<file path="src/rtl/dma_spi_master.sv">
// Byte-wide SPI mode-0 master serving DMA byte requests and Z80 data/config port accesses.
// Optional build macro SPI_LSBF_EN adds an LSB-first mode selected by config bit 1.
module dma_spi_master #(
    parameter int unsigned DIV    = 1,
    parameter logic        CS_RST = 1'b1
) (
    input  logic       clk,
    input  logic       rst_n,
    input  logic [7:0] zdata,
    input  logic       z_dwr,
    input  logic       z_drd,
    input  logic       z_cfgwr,
    output logic [7:0] z_rddata,
    output logic       z_busy,
    input  logic       spi_req,
    input  logic [7:0] spi_wrdata,
    output logic [7:0] spi_rddata,
    output logic       spi_stb,
    output logic       sd_clk,
    output logic       sd_mosi,
    input  logic       sd_miso,
    output logic       sd_cs_n
);

    typedef enum logic [1:0] {IDLE, SHIFT, DONE} state_t;

    localparam logic [7:0] DIV_M1 = 8'(DIV - 1);

    state_t     state_q, state_d;
    logic [7:0] tx_q, tx_d;
    logic [7:0] rx_q, rx_d;
    logic [2:0] cnt_q, cnt_d;
    logic [7:0] div_q, div_d;
    logic       clk_q, clk_d;
    logic       mosi_q, mosi_d;
    logic       miso_q;
    logic       sample_q, sample_d;
    logic       owner_q, owner_d;
    logic       pend_q, pend_d;
    logic [7:0] pendData_q, pendData_d;
    logic [7:0] zrd_q, zrd_d;
    logic [7:0] srd_q, srd_d;
    logic       cs_q, cs_d;

    logic       zStart;
    logic [7:0] zByte;
    logic       startEn;
    logic [7:0] startByte;
    logic       startOwner;
    logic       startLsbf;
    logic       curLsbf;

    assign zStart = z_dwr | z_drd;
    assign zByte  = z_dwr ? zdata : 8'hFF;

`ifdef SPI_LSBF_EN
    logic lsbf_q;
    logic xferLsbf_q;

    // Bit order is frozen per byte so a config write mid-byte only affects the next transfer.
    always_ff @(posedge clk or negedge rst_n) begin
        if (!rst_n) begin
            lsbf_q     <= 1'b0;
            xferLsbf_q <= 1'b0;
        end else begin
            if (z_cfgwr) lsbf_q <= zdata[1];
            if (startEn) xferLsbf_q <= lsbf_q;
        end
    end

    assign startLsbf = lsbf_q;
    assign curLsbf   = xferLsbf_q;
`else
    assign startLsbf = 1'b0;
    assign curLsbf   = 1'b0;
`endif

    always_ff @(posedge clk or negedge rst_n) begin
        if (!rst_n) begin
            state_q    <= IDLE;
            tx_q       <= 8'hFF;
            rx_q       <= 8'hFF;
            cnt_q      <= 3'd0;
            div_q      <= 8'd0;
            clk_q      <= 1'b0;
            mosi_q     <= 1'b1;
            miso_q     <= 1'b1;
            sample_q   <= 1'b0;
            owner_q    <= 1'b0;
            pend_q     <= 1'b0;
            pendData_q <= 8'hFF;
            zrd_q      <= 8'hFF;
            srd_q      <= 8'hFF;
            cs_q       <= CS_RST;
        end else begin
            state_q    <= state_d;
            tx_q       <= tx_d;
            rx_q       <= rx_d;
            cnt_q      <= cnt_d;
            div_q      <= div_d;
            clk_q      <= clk_d;
            mosi_q     <= mosi_d;
            miso_q     <= sd_miso;
            sample_q   <= sample_d;
            owner_q    <= owner_d;
            pend_q     <= pend_d;
            pendData_q <= pendData_d;
            zrd_q      <= zrd_d;
            srd_q      <= srd_d;
            cs_q       <= cs_d;
        end
    end

    always_comb begin
        state_d    = state_q;
        tx_d       = tx_q;
        rx_d       = rx_q;
        cnt_d      = cnt_q;
        div_d      = div_q;
        clk_d      = clk_q;
        mosi_d     = mosi_q;
        sample_d   = 1'b0;
        owner_d    = owner_q;
        pend_d     = pend_q;
        pendData_d = pendData_q;
        zrd_d      = zrd_q;
        srd_d      = srd_q;
        cs_d       = cs_q;
        startEn    = 1'b0;
        startByte  = 8'hFF;
        startOwner = 1'b0;

        if (z_cfgwr) cs_d = zdata[0];

        // miso_q was captured on the same clk edge that raised sd_clk, so it is shifted in one cycle later.
        if (sample_q) rx_d = curLsbf ? {miso_q, rx_q[7:1]} : {rx_q[6:0], miso_q};

        case (state_q)
            IDLE: begin
                if (pend_q) begin
                    startEn   = 1'b1;
                    startByte = pendData_q;
                    pend_d    = 1'b0;
                end else if (zStart) begin
                    startEn   = 1'b1;
                    startByte = zByte;
                end else if (spi_req) begin
                    startEn    = 1'b1;
                    startByte  = spi_wrdata;
                    startOwner = 1'b1;
                end
            end
            SHIFT: begin
                if (div_q == 8'd0) begin
                    div_d = DIV_M1;
                    clk_d = ~clk_q;
                    if (!clk_q) begin
                        sample_d = 1'b1;
                    end else begin
                        tx_d   = curLsbf ? {1'b1, tx_q[7:1]} : {tx_q[6:0], 1'b1};
                        mosi_d = curLsbf ? tx_q[1] : tx_q[6];
                        if (cnt_q == 3'd7) begin
                            state_d = DONE;
                            zrd_d   = rx_d;
                            srd_d   = rx_d;
                        end else begin
                            cnt_d = cnt_q + 3'd1;
                        end
                    end
                end else begin
                    div_d = div_q - 8'd1;
                end
            end
            DONE: begin
                state_d = IDLE;
            end
            default: begin
                state_d = IDLE;
            end
        endcase

        // A Z80 access that arrives mid-transfer waits in a one-deep slot; extra pulses are dropped.
        if (state_q != IDLE && zStart && !pend_q) begin
            pend_d     = 1'b1;
            pendData_d = zByte;
        end

        if (startEn) begin
            state_d = SHIFT;
            tx_d    = startByte;
            owner_d = startOwner;
            cnt_d   = 3'd0;
            div_d   = DIV_M1;
            clk_d   = 1'b0;
            mosi_d  = startLsbf ? startByte[0] : startByte[7];
        end
    end

    assign sd_clk     = clk_q;
    assign sd_mosi    = mosi_q;
    assign sd_cs_n    = cs_q;
    assign z_rddata   = zrd_q;
    assign spi_rddata = srd_q;
    assign spi_stb    = (state_q == DONE) && owner_q;
    assign z_busy     = (state_q != IDLE) || pend_q || zStart;

endmodule

</file>
<file path="config.mk">
export PLATFORM = sky130hd
export DESIGN_NAME = dma_spi_master
export DESIGN_NICKNAME = d
export VERILOG_FILES = /design/src/rtl/dma_spi_master.sv
export SDC_FILE = /design/constraint.sdc
export NUM_CORES = 1
export LEC_CHECK = 0
export BUFFER_PORTS_ARGS = -buffer_cell sky130_fd_sc_hd__buf_2
export CAP_MARGIN = 25
export CORE_MARGIN = 8
export CORE_UTILIZATION = 50
export DETAILED_ROUTE_END_ITERATION = 6
export PLACE_DENSITY = 0.85
export RECOVER_POWER = 100
export SLEW_MARGIN = 10
export SYNTH_ARGS = -nofsm -noshare
export SYNTH_HDL_FRONTEND = slang
export SYNTH_SLANG_ARGS = --single-unit
export TNS_END_PERCENT = 5
</file>
<file path="constraint.sdc">
create_clock -name clk -period 1.79 [get_ports clk]
set_input_delay 0.179 -clock clk [delete_from_list [all_inputs] [get_ports clk]]
set_output_delay 0.179 -clock clk [all_outputs]
set_load 0.01 [all_outputs]
</file>
==> out/qor.yml <==
final_layout:
  multi_input_area_mm2: 0.00107
  fin_nets: 303
  layout-drive-gt1-share_pct: 37.5
  fillers: 428
  seqCellArea_mm2: 0.00132
  diodes: 0
  area_growth_pct: 19.4
pwr:
  ir_worst_vdd_mv: 0.408
  internal_power_uw: 1670
  leakage_uw: 0.00141
  swShare_pct: 20.5
  comb_power_share_pct: 5.1
  finalPower_uw: 2100
  clock_power_share_pct: 36.8
  pwr_density_cell_mw_per_mm2: 698
  power_frac_seq_pct: 58.0
  power_switching_uw: 431
cts:
  cts_tree: "done"
  clockBufferDepth: 2
  htree_num_levels: 2
  clk_pin_slew_ps: 90
  insertion_delay_ps: 310
  cts-root-buf: "clkbuf_8"
  cts_inserted_buffers: 5
  cts.sinks: 51
detailed_routing:
  dr.pass1.iters: 6
  vias_per_cell: 5.35
  ant_nets: 0
  drtIter0Drc: 75
  drc: 0
  wl_um: 4980
  wl_per_cell_um: 14.3
  num_vias: 1855
synth:
  syn_inst: 220
  synth_top_family_by_area: "compound AO/OA/AOI/OAI gates"
  ys.warnings.count: 0
  synth_fa_ha_area_share_pct: 1.99
  yosys.area_share.simple_pct: 13.3
  ys.flop_type: "dfstp_2"
  synth_xor_area_share_pct: 0.348
  synth_top_area_share_pct: 35.5
  synth_cell_type_count: 37
  synth_compound_area_share_pct: 14.6
  synth.area.top_cells: "dfstp_2 (35%), dfrtp_1 (17%), mux2_4 (4.8%)"
  synth.largest_area_cell: "dfstp_2"
  synth_edf_count: 0
  muxShareOfSynthArea_pct: 11.6
  netlist_area_mm2: 0.00252
  synthesis.nets: 247
  seq_area_frac_synth_pct: 52.4
  synthArstFlopShare_pct: 100
  synth_area_per_cell_um2: 11.4
  synth_seq_cells: 51
global_routing:
  grt_pass1_wl_um: 8590
  grt_max_degree: 52
  grt_overflow: 0
  first_global_vias: 1986
  grtUsageTotal_pct: 14.0
  antenna_found_initial: 0
sta:
  finalHoldViolCount: 0
  drv_slew: 0
  tightest_slew_ps: 1200
  fin_crit_ps: 1710
  fmax_ghz: 0.585
  fin_skew_ps: 12.1
  finalSetupViolCount: 0
  slew-limit-headroom_pct: 20.2
  period_share_pct: 95.6
  whs_ps: 115
die:
  die_area_mm2: 0.00756
  chipHeight_um: 87.0
  num_rows: 26
  start_util_pct: 50.6
  fp.coreArea_mm2: 0.00498
  die_w_um: 87.0
  ios: 44
outcome:
  status: "complete, no violations"
worst_setup_path:
  cp.required_ps: 2020
  r2r_cells: 5
  cp_slowest_cell: "dfrtp_1"
  start_kind: "flop"
  critical_path.max_stage_delay_ps: 410
  path_max_fanout: 7
  crit_arrival_ps: 1940
  crit_path_end_kind: "flop"
  path_cells: "nor4_4 -> buf_4 -> and4_4 -> nor2_1 -> a221o_1"
  critPathKind: "flop to flop"
placed_design:
  gp_congestion: 0.774
  hpwl_um: 3650
  port_buffers: 43
hold_path:
  hold_depth: 2
  min_path_type: "input pin to flop"
run:
  cap_viol_max_count: 0
[cell families after synthesis]
| logic type | after synthesis |
|---|---|
| buf+inv | 29 |
| compound gates | 51 |
| simple gates | 60 |
| flops | 51 |
| mux | 24 |
| xor+xnor | 1 |
| fa+ha+maj | 4 |
[cell usage after synthesis, drive strengths merged, types with 4 or more instances]
master / instances
nor2b: 9
buf: 9
a31oi: 7
ha: 4
nor2: 13
mux2i: 7
a311oi: 5
a211oi: 4
nand2: 17
o22a: 8
nor3: 7
mux2: 17
clkbuf: 8
dfrtp: 17
a21oi: 16
dfstp: 34
inv: 12
[layer usage]
| metal | global-route usage, % | vias to the layer above | wire (um) |
|---|---|---|---|
| met1 | 16.1 | 892 | 2200 |
| met2 | 23.7 | 54 | 2410 |
| met3 | 4.91 | 8 | 320 |
| li1 | - | 901 | - |
| met4 | 4.69 | 0 | 53 |
| met5 | 0 | - | 0 |
[final timing paths]
kind,from,endpoint,slack (ps)
hold reg to reg,pendData_q[1],pendData_q[1],520
setup / recovery,div_q[5],sd_mosi,80
setup reg to reg,div_q[5],sd_mosi,80
max in group asynchronous,rst_n,div_q[1],330
hold / removal,z_cfgwr,sd_cs_n,120
min in group asynchronous,rst_n,div_q[6],730
[final cells by class]
class / count / area share, %
sequential: 51 / 43.9
multi-input combinational: 140 / 35.5
timing repair buffer: 66 / 12.5
tap: 70 / 2.91
clock buffer: 6 / 2.41
inverter: 12 / 1.50
clock inverter: 2 / 1.25
[timing repair]
| item | in CTS | in global routing |
|---|---|---|
| endpoints found under the hold margin | 18 | 0 |
| endpoints found under the setup margin | 8 | 12 |
| hold buffers | 2 | 0 |
| pin swaps | 0 | 1 |
| setup buffers | 0 | 1 |
| resized for setup | 2 | 3 |
[stage by stage]
stage	instance area, um2	worst slack, ps	TNS (ps)	util [%]	cells
after floorplan	2520	18.4	0	-	220
after global placement	2880	47.6	0	57.8	336
after detailed placement	2880	-41.5	-264	57.8	336
after CTS	3010	8.72	0	60.4	346
after global routing	3010	-4.31	-6.25	60.4	347
final	3010	79.6	0	60.4	347
[placed cells by master (no fill, tap or decap), types with 7 or more instances in the layout]
cell type	count
buf_2	32
nand2_1	17
buf_4	20
clkbuf_1	12
o22a_1	8
a31oi_1	7
dfrtp_1	17
mux2i_1	7
mux2_4	8
dfstp_1	9
inv_1	11
nor2_1	13
a21oi_1	16
nor2b_1	9
dfstp_2	25
[critical path, delay by kind of cell, from the launching register on]
family          cells  cell delay (ps)
compound gates      1              310
buf+inv             1              220
flops               1              410
simple gates        3              700
[power by group through the flow]
stage / combinational (uW) / clock, uW / sequential, uW
after global placement: 105 / 0 / 1240
after global routing: 125 / 841 / 1220
final: 108 / 773 / 1220
after CTS: 112 / 805 / 1220
after detailed placement: 108 / 0 / 1240
after floorplan: 45.4 / 0 / 1230
[registers in the layout, summed over array words and instances, names as in the netlist, 2 cells and up]
| register | flops |
|---|---|
| cnt_q | 3 |
| div_q | 8 |
| pendData_q | 8 |
| rx_q | 8 |
| spi_rddata | 8 |
| state_q | 2 |
| tx_q | 7 |
(Power assumes the default switching activity.)
